`src/rtl/mem_port_arbiter_if.sv`:
```
// rtl/mem_port_arbiter_if.sv - requester and memory-side signal bundle for mem_port_arbiter
interface mem_port_arbiter_if #(
  parameter int AW = 32,
  parameter int DW = 32
);
  logic          if_req;
  logic [AW-1:0] if_addr;
  logic [DW-1:0] if_rdata;
  logic          if_done;
  logic          ls_req;
  logic          ls_we;
  logic [AW-1:0] ls_addr;
  logic [DW-1:0] ls_wdata;
  logic [DW-1:0] ls_rdata;
  logic          ls_done;
  logic          mem_en;
  logic          mem_we;
  logic [AW-1:0] mem_addr;
  logic [DW-1:0] mem_wdata;
  logic [DW-1:0] mem_rdata;
  logic          busy;

  // arbiter side
  modport slave (
    input  if_req, if_addr, ls_req, ls_we, ls_addr, ls_wdata, mem_rdata,
    output if_rdata, if_done, ls_rdata, ls_done, mem_en, mem_we, mem_addr, mem_wdata, busy
  );

  // requester/memory side
  modport master (
    output if_req, if_addr, ls_req, ls_we, ls_addr, ls_wdata, mem_rdata,
    input  if_rdata, if_done, ls_rdata, ls_done, mem_en, mem_we, mem_addr, mem_wdata, busy
  );
endinterface

```
`src/rtl/mem_port_arbiter.sv`:
```
// rtl/mem_port_arbiter.sv - fetch vs load/store arbiter for the single-port data memory (option: ROUND_ROBIN_EN)
module mem_port_arbiter #(
  parameter int MEM_LAT = 2,
  parameter int AW      = 32,
  parameter int DW      = 32
) (
  input  logic               clk,
  input  logic               rst,
  mem_port_arbiter_if.slave  bus
);

  typedef enum logic [1:0] {IDLE, ACCESS, DONE} state_t;

  localparam logic [3:0] CNT_INIT = 4'(MEM_LAT - 1);

  state_t        state;
  logic [3:0]    cnt;
  logic          grant_ls;   // owner of the current/last transfer; doubles as last_grant
  logic          we_q;
  logic [AW-1:0] addr_q;
  logic [DW-1:0] wdata_q;
  logic [DW-1:0] if_rdata_q;
  logic [DW-1:0] ls_rdata_q;
  logic          mem_en_q;
  logic          mem_we_q;
  logic          if_done_q;
  logic          ls_done_q;
  logic          busy_q;
  logic          pick_ls;

  // Winner selection for a request seen in IDLE
  always_comb begin
    pick_ls = 1'b0;
`ifdef ROUND_ROBIN_EN
    // on a tie, hand the port to whoever did not have it last
    pick_ls = bus.ls_req & (~bus.if_req | ~grant_ls);
`else
    pick_ls = bus.ls_req;
`endif
  end

  // Access sequencer: capture request, hold memory drive for MEM_LAT cycles, pulse done
  always_ff @(posedge clk or posedge rst) begin
    if (rst) begin
      state      <= IDLE;
      cnt        <= 4'd0;
      grant_ls   <= 1'b0;
      we_q       <= 1'b0;
      addr_q     <= '0;
      wdata_q    <= '0;
      if_rdata_q <= '0;
      ls_rdata_q <= '0;
      mem_en_q   <= 1'b0;
      mem_we_q   <= 1'b0;
      if_done_q  <= 1'b0;
      ls_done_q  <= 1'b0;
      busy_q     <= 1'b0;
    end else begin
      case (state)
        IDLE: begin
          if (bus.ls_req | bus.if_req) begin
            state    <= ACCESS;
            grant_ls <= pick_ls;
            we_q     <= pick_ls & bus.ls_we;
            addr_q   <= pick_ls ? bus.ls_addr : bus.if_addr;
            wdata_q  <= pick_ls ? bus.ls_wdata : '0;
            cnt      <= CNT_INIT;
            mem_en_q <= 1'b1;
            mem_we_q <= pick_ls & bus.ls_we;
            busy_q   <= 1'b1;
          end
        end
        ACCESS: begin
          if (cnt == 4'd0) begin
            state    <= DONE;
            mem_en_q <= 1'b0;
            mem_we_q <= 1'b0;
            if (!we_q) begin
              if (grant_ls) ls_rdata_q <= bus.mem_rdata;
              else          if_rdata_q <= bus.mem_rdata;
            end
            ls_done_q <= grant_ls;
            if_done_q <= ~grant_ls;
          end else begin
            cnt <= cnt - 4'd1;
          end
        end
        DONE: begin
          state     <= IDLE;
          ls_done_q <= 1'b0;
          if_done_q <= 1'b0;
          busy_q    <= 1'b0;
        end
        default: state <= IDLE;
      endcase
    end
  end

  assign bus.mem_en    = mem_en_q;
  assign bus.mem_we    = mem_we_q;
  assign bus.mem_addr  = addr_q;
  assign bus.mem_wdata = wdata_q;
  assign bus.if_rdata  = if_rdata_q;
  assign bus.ls_rdata  = ls_rdata_q;
  assign bus.if_done   = if_done_q;
  assign bus.ls_done   = ls_done_q;
  assign bus.busy      = busy_q;

endmodule

```
`src/flat_wrapper.sv`:
```
// flat-port wrapper written by rule: the top's interface ports become plain ports
module mem_port_arbiter_flat 
#(
  parameter int MEM_LAT = 2,
  parameter int AW      = 32,
  parameter int DW      = 32
)
  (clk, rst, bus_if_req, bus_if_addr, bus_ls_req, bus_ls_we, bus_ls_addr, bus_ls_wdata, bus_mem_rdata, bus_if_rdata, bus_if_done, bus_ls_rdata, bus_ls_done, bus_mem_en, bus_mem_we, bus_mem_addr, bus_mem_wdata, bus_busy);
  mem_port_arbiter_if #(.AW(AW), .DW(DW)) bus_i ();
  input  logic clk;
  input  logic rst;
  input wire logic [$bits(bus_i.if_req)-1:0] bus_if_req;
  input wire logic [$bits(bus_i.if_addr)-1:0] bus_if_addr;
  input wire logic [$bits(bus_i.ls_req)-1:0] bus_ls_req;
  input wire logic [$bits(bus_i.ls_we)-1:0] bus_ls_we;
  input wire logic [$bits(bus_i.ls_addr)-1:0] bus_ls_addr;
  input wire logic [$bits(bus_i.ls_wdata)-1:0] bus_ls_wdata;
  input wire logic [$bits(bus_i.mem_rdata)-1:0] bus_mem_rdata;
  output wire logic [$bits(bus_i.if_rdata)-1:0] bus_if_rdata;
  output wire logic [$bits(bus_i.if_done)-1:0] bus_if_done;
  output wire logic [$bits(bus_i.ls_rdata)-1:0] bus_ls_rdata;
  output wire logic [$bits(bus_i.ls_done)-1:0] bus_ls_done;
  output wire logic [$bits(bus_i.mem_en)-1:0] bus_mem_en;
  output wire logic [$bits(bus_i.mem_we)-1:0] bus_mem_we;
  output wire logic [$bits(bus_i.mem_addr)-1:0] bus_mem_addr;
  output wire logic [$bits(bus_i.mem_wdata)-1:0] bus_mem_wdata;
  output wire logic [$bits(bus_i.busy)-1:0] bus_busy;
  assign bus_i.if_req = bus_if_req;
  assign bus_i.if_addr = bus_if_addr;
  assign bus_i.ls_req = bus_ls_req;
  assign bus_i.ls_we = bus_ls_we;
  assign bus_i.ls_addr = bus_ls_addr;
  assign bus_i.ls_wdata = bus_ls_wdata;
  assign bus_i.mem_rdata = bus_mem_rdata;
  assign bus_if_rdata = bus_i.if_rdata;
  assign bus_if_done = bus_i.if_done;
  assign bus_ls_rdata = bus_i.ls_rdata;
  assign bus_ls_done = bus_i.ls_done;
  assign bus_mem_en = bus_i.mem_en;
  assign bus_mem_we = bus_i.mem_we;
  assign bus_mem_addr = bus_i.mem_addr;
  assign bus_mem_wdata = bus_i.mem_wdata;
  assign bus_busy = bus_i.busy;
  mem_port_arbiter #(.MEM_LAT(MEM_LAT), .AW(AW), .DW(DW)) u_core (.clk(clk), .rst(rst), .bus(bus_i));
endmodule
```
`config.mk`:
```
export PLATFORM = sky130hd
export DESIGN_NAME = mem_port_arbiter_flat
export DESIGN_NICKNAME = d
export VERILOG_FILES = /design/src/rtl/mem_port_arbiter_if.sv /design/src/rtl/mem_port_arbiter.sv /design/src/flat_wrapper.sv
export SDC_FILE = /design/constraint.sdc
export NUM_CORES = 1
export LEC_CHECK = 0
export ABC_AREA = 1
export CORE_MARGIN = 2
export CORE_UTILIZATION = 35
export CTS_BUF_LIST = sky130_fd_sc_hd__clkbuf_4
export DETAILED_ROUTE_END_ITERATION = 7
export PLACE_DENSITY = 0.69
export SYNTH_ARGS = -nofsm -noshare
export SYNTH_HDL_FRONTEND = slang
export SYNTH_SLANG_ARGS = --single-unit
```
`constraint.sdc`:
```
create_clock -name clk -period 5.4 [get_ports clk]
set_clock_uncertainty 0.1 [all_clocks]
set_input_delay 0.54 -clock clk [delete_from_list [all_inputs] [get_ports clk]]
set_output_delay 0.54 -clock clk [all_outputs]
set_load 0.05 [all_outputs]
```
== Yosys cells after proc, flatten, opt, wreduce, memory -nomap -nowiden ==
Index checks and enable logic that the tools add are counted.

* Register bits: 141
* Output and inout bits: 133
* Bits of input ports: 133
* Logic and storage cells: 54

* Eq/ne operators: 5
* Muxes and demuxes: 18
* Reductions and logical operators: 13
* Add/subtract/negate cells: 1
* Bitwise logic cells: 4

{| class="wikitable"
|+ Operator list
! operator !! count
|-
| $mux 32 || 2
|-
| $pmux 1 s2 || 5
|-
| $mux 4 || 2
|-
| $pmux 4 s2 || 1
|-
| $reduce_and 2->1 || 4
|-
| $reduce_and 4->1 || 2
|-
| $reduce_and 3->1 || 2
|-
| $reduce_bool 2->1 || 3
|-
| $mux 1 || 5
|-
| $logic_not 4->1 || 1
|-
| $mux 2 || 2
|-
| $ne 2x1->1 const B || 2
|-
| $pmux 2 s2 || 1
|-
| $sub 4x1->4 const B || 1
|-
| $eq 2x1->1 const B || 1
|-
| $eq 2x2->1 const B || 1
|-
| $logic_not 2->1 || 1
|-
| $ne 2x2->1 const B || 1
|-
| $not 1->1 || 2
|-
| $and 1x1->1 || 1
|-
| $or 1x1->1 || 1
|}

== Depth between registers and ports, before layout ==
Gate-level depths: netlist of run 1.

* Word-level depth: 3
* Depth in mapped cells: 8
* Depth with buffers taken out: 7

== Least setup slack after synthesis of run 1 ==
Ideal clock, no wire load.

* Kind: input to register
* Start: input bus_ls_req
* End: register u_core.wdata_q[10], in the netlist u_core.bus.mem_wdata[10]
* Library setup time: 0.066 ns
* Stages: 5
* Data arrival time: 1.338 ns
* Data required time: 5.234 ns
* Setup slack: 3.896 ns
* Path buffers: 2
* Cell sequence: buf_2 > o21ai_4 > clkbuf_1 > nand2_1 > nand2_1

* Longest elaborated chain between the ends: 2
* Elaborated cells between the ends (all ways): 3
* Classes of those cells: 1 x mux; 1 x bitwise; 1 x reduce/logical

{| class="wikitable"
|+ Ends and longest elaborated chain
! item !! RTL line !! RTL
|-
| start: declaration || flat_wrapper.sv:14 || <nowiki>input wire logic [$bits(bus_i.ls_req)-1:0] bus_ls_req;</nowiki>
|-
| $or 1x1->1 || mem_port_arbiter.sv:61 || <nowiki>if (bus.ls_req | bus.if_req) begin</nowiki>
|-
| $reduce_and 2->1 (no line) || - ||
|-
| end signal: assignment || mem_port_arbiter.sv:66 || <nowiki>wdata_q <= pick_ls ? bus.ls_wdata : '0;</nowiki>
|-
| end: declaration || mem_port_arbiter.sv:21 || <nowiki>logic [DW-1:0] wdata_q;</nowiki>
|}

Parallel ways exist; a longest one is shown, timed or not.
A chain may end at the register's enable or synchronous reset.

== Final worst setup path of run 1 ==
* Start: register u_core.addr_q[25], in the netlist u_core.bus.mem_addr[25]
* End: output bus_mem_addr[25]

{| class="wikitable"
|+ RTL lines
! item !! RTL line !! RTL
|-
| start: declaration || mem_port_arbiter.sv:20 || <nowiki>logic [AW-1:0] addr_q;</nowiki>
|-
| start signal: assignment || mem_port_arbiter.sv:65 || <nowiki>addr_q <= pick_ls ? bus.ls_addr : bus.if_addr;</nowiki>
|-
| end: declaration || flat_wrapper.sv:25 || <nowiki>output wire logic [$bits(bus_i.mem_addr)-1:0] bus_mem_addr;</nowiki>
|}

No word-level cell between the ends.

==> summary.txt, run 1 <==
GRT
  • First-pass GRT wire length: 28400 µm
  • Gr usage total: 0.202
  • Initial antenna violation count: 1
  • Vias in the first global route: 5378
  • Total gr overflow: 0
  • Largest net degree at the start of global routing: 99

CTS
  • Clk slew on worst S/H paths: 110 ps
  • Root Buffer: clkbuf_4
  • Inserted Clock Buffers: 17
  • Post-CTS Setup Bufs: 0
  • CTS max path bufs: 2
  • Clk_lat worst skew: 520 ps
  • CTS Sinks: 141
  • CTS H-tree depth: 4
  • Hold buffer count at cts: 0
  • Post-cts sizing count: 0
  • CTS tree: done

STA
  • Setup TNS: 0 ps
  • Crit path time final: 2410 ps
  • RSZ-0062 raised after global routing: false
  • Worst Tran Pin Value: 906 ps
  • Tcrit/Tclk final: 0.446
  • Max-slew violation count: 0
  • Finish-stage setup viols: 0
  • Fin. Hold Viols: 0
  • Fmax: 0.415 GHz
  • Final WS setup: 2990 ps
  • Slew headroom: 0.396

Placed design
  • PortBufs: 265
  • Placed instance area: 0.00873 mm²
  • Placed insts: 1181
  • HPWL after DPL: 12600 µm
  • Dpl ws: 2500 ps
  • Routability congestion estimate: 0.799

Detailed routing
  • Wire length per cell: 14.8 µm
  • Vias per inst: 4.59
  • DR iter-0 viols: 298
  • DRC: 0
  • Post-Route WL: 18000 µm
  • Via count: 5568
  • Drt first pass iters: 5
  • Post-route ant nets: 0

Floorplanning
  • Core Region: 0.0166 mm²
  • Num ports: 266
  • Die boundary width: 134 µm
  • Initial Util: 0.359
  • Row Count: 47
  • Die height: 134 µm
  • Die area: 0.0181 mm²

Synthesis
  • Synth Cell Area: 0.00595 mm²
  • Post-Synthesis Cells: 726
  • Cell variety after synth: 19
  • Ys Warns: 0
  • Post-synthesis sequential area ratio: 0.593
  • Avg Inst Size Synth: 8.19 µm²
  • Syn_nets: 861
  • Flops & latches, synth: 141

Power
  • Reg power frac: 0.287
  • Comb power frac: 0.604
  • PwrDens: 706 mW/mm²
  • Switching share of power: 0.524
  • Total power: 6370 µW
  • Clock power share: 0.109
  • Cell internal pwr: 3030 µW
  • Lkg Pwr: 0.00441 µW
  • NetSw: 3340 µW
  • VDD IR-drop max: 383 µV

Worst setup path
  • Reg-to-Reg Start: u_core.cnt[0]$_DFFE_PP0P_
  • Worst Setup Start Kind: flop
  • CP Capture Type: primary output
  • Worst-path cell chain: clkdlybuf4s50_1
  • R2R Path End: u_core.bus.ls_rdata[25]$_DFFE_PP0P_
  • R2r setup slk: 3270 ps
  • CP max stage cell: clkdlybuf4s50_1
  • Worst path top cell family by delay: buffers and inverters
  • Max FO, Critical Path: 2
  • CP Buf/Inv Count: 1
  • Arr. time, crit path: 1770 ps
  • Slowest stage delay, CP: 860 ps
  • Critical Path RT: 4760 ps
  • Worst R2R Path Depth: 7
  • CP Class: reg -> out

Min path
  • End of the worst hold path: u_core.bus.if_rdata[28]$_DFFE_PP0P_
  • Worst Hold Launch: u_core.bus.if_rdata[28]$_DFFE_PP0P_
  • WHS Path Cells: 2
  • Hold Path Class: reg -> reg

Final layout
  • Nets: 1115
  • Commonest cells after routing, fill and taps aside: 444 x nand2_1, 265 x clkdlybuf4s50_1, 141 x dfrtp_1, 42 x nand3_1, 34 x o21ai_0
  • Commonest non-fill, non-tap cell in the layout: nand2_1
  • Finished Layout Cells: 1213
  • Share of layout cells above drive strength 1: 0.0454
  • Final instance area: 0.00902 mm²
  • Fill count: 1568
  • Syn-to-layout area delta: 51.5%

Run
  • Max_cap viols: 0

Outcome
  • Status: completed
==> flip-flops by register name, summed over array words and instances, names as in the netlist <==
register / flops
u_core.bus.if_rdata: 32
u_core.bus.ls_rdata: 32
u_core.bus.mem_addr: 32
u_core.bus.mem_wdata: 32
u_core.cnt: 4
u_core.state: 2
u_core.bus.busy: 1
u_core.bus.if_done: 1
u_core.bus.ls_done: 1
u_core.bus.mem_en: 1
u_core.bus.mem_we: 1
u_core.grant_ls: 1
u_core.we_q: 1
==> through the flow <==
| step | utilization | hold slack (ps) |
|---|---|---|
| floorplan | - | 392 |
| global placement | 0.527 | 353 |
| detailed placement | 0.527 | 358 |
| CTS | 0.544 | 356 |
| global route | 0.544 | 365 |
| finish | 0.544 | 382 |
==> layer usage <==
layer / part of all wire / wire (µm) / vias up / GRT usage
met5: 0 / 0 / - / 0
met3: 0.11 / 1890 / 18 / 0.0782
li1: - / - / 2747 / -
met2: 0.46 / 8340 / 257 / 0.320
met1: 0.42 / 7470 / 2546 / 0.253
met4: 0.014 / 250 / 0 / 0.0684
==> worst max path at each step <==
stage,start,endpoint,slack (ps),cells after the start
after floorplan,rst,u_core.bus.busy$_DFFE_PP0P_,980,1
after global placement,bus_ls_req,u_core.bus.mem_wdata[25]$_DFFE_PP0P_,2590,7
after detailed placement,bus_ls_req,u_core.bus.mem_wdata[13]$_DFFE_PP0P_,2500,7
after CTS,u_core.bus.mem_addr[25]$_DFFE_PP0P_,bus_mem_addr[25],2890,1
after global routing,u_core.bus.mem_addr[25]$_DFFE_PP0P_,bus_mem_addr[25],2870,1
final,u_core.bus.mem_addr[25]$_DFFE_PP0P_,bus_mem_addr[25],2990,1
==> power by group through the flow <==
stage                     logic (µW)  clock network [µW]  registers (µW)
after detailed placement        3890                   0            1840
after CTS                       3880                 717            1830
after floorplan                  896                   0            3460
final                           3850                 692            1830
after global placement          3850                   0            1830
after global routing            4090                 761            1900
==> logic make-up (layout without fill, tap and decap cells) <==
family / after synthesis / in the layout / share of synthesized area
buffers and inverters: 51 / 317 / 0.0437
adders and majority gates: 2 / 2 / 0.00421
DFF: 141 / 141 / 0.593
AOI/OAI and AO/OA: 36 / 36 / 0.0326
xor gates and xnor gates: 1 / 1 / 0.00147
and+or+nand+nor: 495 / 495 / 0.325
other: 0 / 1 / 0
==> worst min-delay path, stage by stage, from the launching register on <==
cell     delay [ps]
dfrtp_1         360
nand2_1          50
nand2_1          50
==> layout make-up <==
type | instances | area (µm²) | share of cell area
inverters | 13 | 53.8 | 0.00597
multi-input cells | 534 | 2160 | 0.240
flip-flops and latches | 141 | 3530 | 0.391
well taps | 220 | 275 | 0.0305
clock buffers | 17 | 128 | 0.0142
diodes | 1 | 2.50 | 0.000278
repair buffers | 273 | 2710 | 0.301
clock inverters | 14 | 153 | 0.0169
==> cell usage after synthesis (all sizes together) <==
| cell | count | area share |
|---|---|---|
| or2 | 1 | 0.0011 |
| buf | 23 | 0.026 |
| dfrtp | 141 | 0.59 |
| o21bai | 1 | 0.0013 |
| inv | 13 | 0.0082 |
| nor2 | 8 | 0.0084 |
| nand3 | 42 | 0.035 |
| xor2 | 1 | 0.0015 |
| nand2 | 444 | 0.28 |
| o21ai | 35 | 0.031 |
| clkbuf | 15 | 0.0095 |
| ha | 2 | 0.0042 |
Note: power is estimated with default switching activity, not from simulation.
==> run 2: changes to the inputs <==
--- a/config.mk
+++ b/config.mk
@@ -10,7 +10,7 @@
 export CORE_UTILIZATION = 35
 export CTS_BUF_LIST = sky130_fd_sc_hd__clkbuf_4
 export DETAILED_ROUTE_END_ITERATION = 7
-export PLACE_DENSITY = 0.69
+export PLACE_DENSITY = 0.72
 export SYNTH_ARGS = -nofsm -noshare
 export SYNTH_HDL_FRONTEND = slang
 export SYNTH_SLANG_ARGS = --single-unit
==> constraint.sdc (replaced) <==
create_clock -name clk -period 2.2 [get_ports clk]
set_clock_uncertainty 0.1 [all_clocks]
set_input_delay 0.22 -clock clk [delete_from_list [all_inputs] [get_ports clk]]
set_output_delay 0.22 -clock clk [all_outputs]
set_load 0.05 [all_outputs]
==> run 2 against run 1 <==
  * Sequential power grew 150%
  * Cell count rose by 0.66%
  * First-iteration DRC count down 26%
  * Combinational power rose by 150%
  * Worst hold slack worse by 350 ps
  * Critical path depth unchanged
  * Critical endpoint is now bus_mem_addr[1]
==> summary.txt, run 2 (synthesis gave the netlist of run 1 again) <==
CTS
  • Hold buffer count at cts: 0 (unchanged)
  • Clk_lat worst skew: 530 ps (about the same)
  • CTS tree: done
  • Inserted Clock Buffers: 17 (unchanged)
  • Post-CTS Setup Bufs: 0 (unchanged)
  • Clk slew on worst S/H paths: 130 ps (+20 ps)
  • CTS H-tree depth: 4 (unchanged)
  • CTS max path bufs: 2 (unchanged)
  • Root Buffer: clkbuf_4
  • CTS Sinks: 141 (unchanged)

Floorplanning
  • Die area: 0.0181 mm² (unchanged)
  • Die boundary width: 134 µm (unchanged)
  • Num ports: 266 (unchanged)
  • Initial Util: 0.359 (unchanged)
  • Row Count: 47 (unchanged)
  • Core Region: 0.0166 mm² (unchanged)
  • Die height: 134 µm (unchanged)

Worst setup path
  • Worst-path cell chain: clkdlybuf4s50_1
  • Slowest stage delay, CP: 820 ps (-40 ps)
  • R2r setup slk: 300 ps (-2970 ps)
  • Worst R2R Path Depth: 6 (-1)
  • Critical Path RT: 1880 ps (-2880 ps)
  • Max FO, Critical Path: 2 (unchanged)
  • CP Buf/Inv Count: 1 (unchanged)
  • Worst Setup Start Kind: flop
  • CP Class: reg -> out
  • Reg-to-Reg Start: u_core.cnt[0]$_DFFE_PP0P_
  • Arr. time, crit path: 1750 ps (-20 ps)
  • CP max stage cell: clkdlybuf4s50_1
  • Worst path top cell family by delay: buffers and inverters
  • CP Capture Type: primary output
  • R2R Path End: u_core.bus.ls_rdata[13]$_DFFE_PP0P_

STA
  • Finish-stage setup viols: 0 (unchanged)
  • Slew headroom: 0.473 (+0.0774)
  • Max-slew violation count: 0 (unchanged)
  • Worst Tran Pin Value: 788 ps (-118 ps)
  • Fmax: 0.483 GHz
  • Crit path time final: 2070 ps
  • Tcrit/Tclk final: 0.942
  • Fin. Hold Viols: 0 (unchanged)
  • RSZ-0062 raised after global routing: false
  • Setup TNS: 0 ps (unchanged)

Power
  • PwrDens: 1750 mW/mm² (+150%)
  • Lkg Pwr: 0.00452 µW (+2.5%)
  • VDD IR-drop max: 782 µV (+100%)

GRT
  • First-pass GRT wire length: 28400 µm (+0.12%)
  • Initial antenna violation count: 1 (unchanged)
  • Gr usage total: 0.202 (about the same)
  • Largest net degree at the start of global routing: 85 (-14%)
  • Total gr overflow: 0 (unchanged)
  • Vias in the first global route: 5559 (+3.4%)

Detailed routing
  • DRC: 0 (unchanged)
  • Via count: 5597 (+0.52%)
  • Vias per inst: 4.58 (-0.14%)
  • M1 WL: 7340 µm (-1.8%)
  • Post-route ant nets: 0 (unchanged)
  • Wire length on met2: 8400 µm (+0.78%)
  • Met3 routed WL: 1720 µm (-8.9%)
  • Top Layer Used: met4
  • Drt first pass iters: 4 (-1)
  • Wire length per cell: 14.5 µm (-2.0%)
  • Post-Route WL: 17700 µm (-1.3%)
  • DR iter-0 viols: 222 (-26%)

Placed design
  • Routability congestion estimate: 0.803 (+0.53%)
  • HPWL after DPL: 12600 µm (about the same)
  • PortBufs: 265 (unchanged)
  • Placed instance area: 0.00887 mm² (+1.5%)

Final layout
  • Share of layout cells above drive strength 1: 0.0560 (+0.0106)
  • Nets: 1123 (+0.72%)
  • Final instance area: 0.00922 mm² (+2.2%)
  • Syn-to-layout area delta: 54.9%
  • Utilization after layout: 0.556 (+0.0121)
  • Commonest cells after routing, fill and taps aside: 444 x nand2_1, 263 x clkdlybuf4s50_1, 141 x dfrtp_1, 42 x nand3_1, 34 x o21ai_0
  • Commonest non-fill, non-tap cell in the layout: nand2_1

Min path
  • Hold Path Class: in -> async

Run
  • Max_cap viols: 0 (unchanged)

Outcome
  • Status: completed
## run 2: repair_timing
| item | in CTS | in global routing |
|---|---|---|
| endpoints found under the setup margin | 1 | 1 |
| endpoints found under the hold margin | 0 | 0 |
| resized for setup | 1 | 1 |
## run 2: report_power, final
part	leakage (µW)	internal (µW)	switching (µW)
clock network	0.000181	1020	975
logic	0.00261	3000	6590
registers	0.00173	3820	689
total	0.00452	7830	8260
## run 2: final cells by class
cell class / count / area [µm²]
Tap cell: 220 / 275
Multi-Input combinational cell: 534 / 2160
Fill cell: 1570 / 7370
Clock buffer: 17 / 128
Antenna cell: 1 / 2.50
Clock inverter: 14 / 218
Sequential cell: 141 / 3530
Inverter: 13 / 52.6
Timing Repair Buffer: 281 / 2850
## run 2: worst max-delay path by stage
| stage | startpoint | to | slack, ps | cells past startpoint |
|---|---|---|---|---|
| after floorplan | rst | u_core.bus.busy$_DFFE_PP0P_ | 120 | 1 |
| after global placement | u_core.cnt[0]$_DFFE_PP0P_ | u_core.bus.ls_rdata[17]$_DFFE_PP0P_ | 380 | 6 |
| after detailed placement | u_core.cnt[0]$_DFFE_PP0P_ | u_core.bus.ls_rdata[21]$_DFFE_PP0P_ | 310 | 6 |
| after CTS | u_core.bus.mem_addr[21]$_DFFE_PP0P_ | bus_mem_addr[21] | 30 | 1 |
| after global routing | u_core.bus.mem_addr[1]$_DFFE_PP0P_ | bus_mem_addr[1] | 20 | 1 |
| final | u_core.bus.mem_addr[1]$_DFFE_PP0P_ | bus_mem_addr[1] | 130 | 1 |
## run 2: stage by stage
stage / hold slack [ps] / power (µW) / setup WS, ps / std cells
detailed placement: 359 / 14200 / 313 / 1189
floorplan: 230 / 10700 / 117 / 726
global route: 22.7 / 17000 / 24.6 / 1221
CTS: 8.55 / 16300 / 34.4 / 1220
finish: 32.9 / 16100 / 129 / 1221
global placement: 354 / 14100 / 377 / 1189
## run 2: metal layers
metal	vias up	track usage
met5	-	0
met4	0	0.0649
met3	20	0.0722
met2	244	0.332
met1	2573	0.248
li1	2760	-
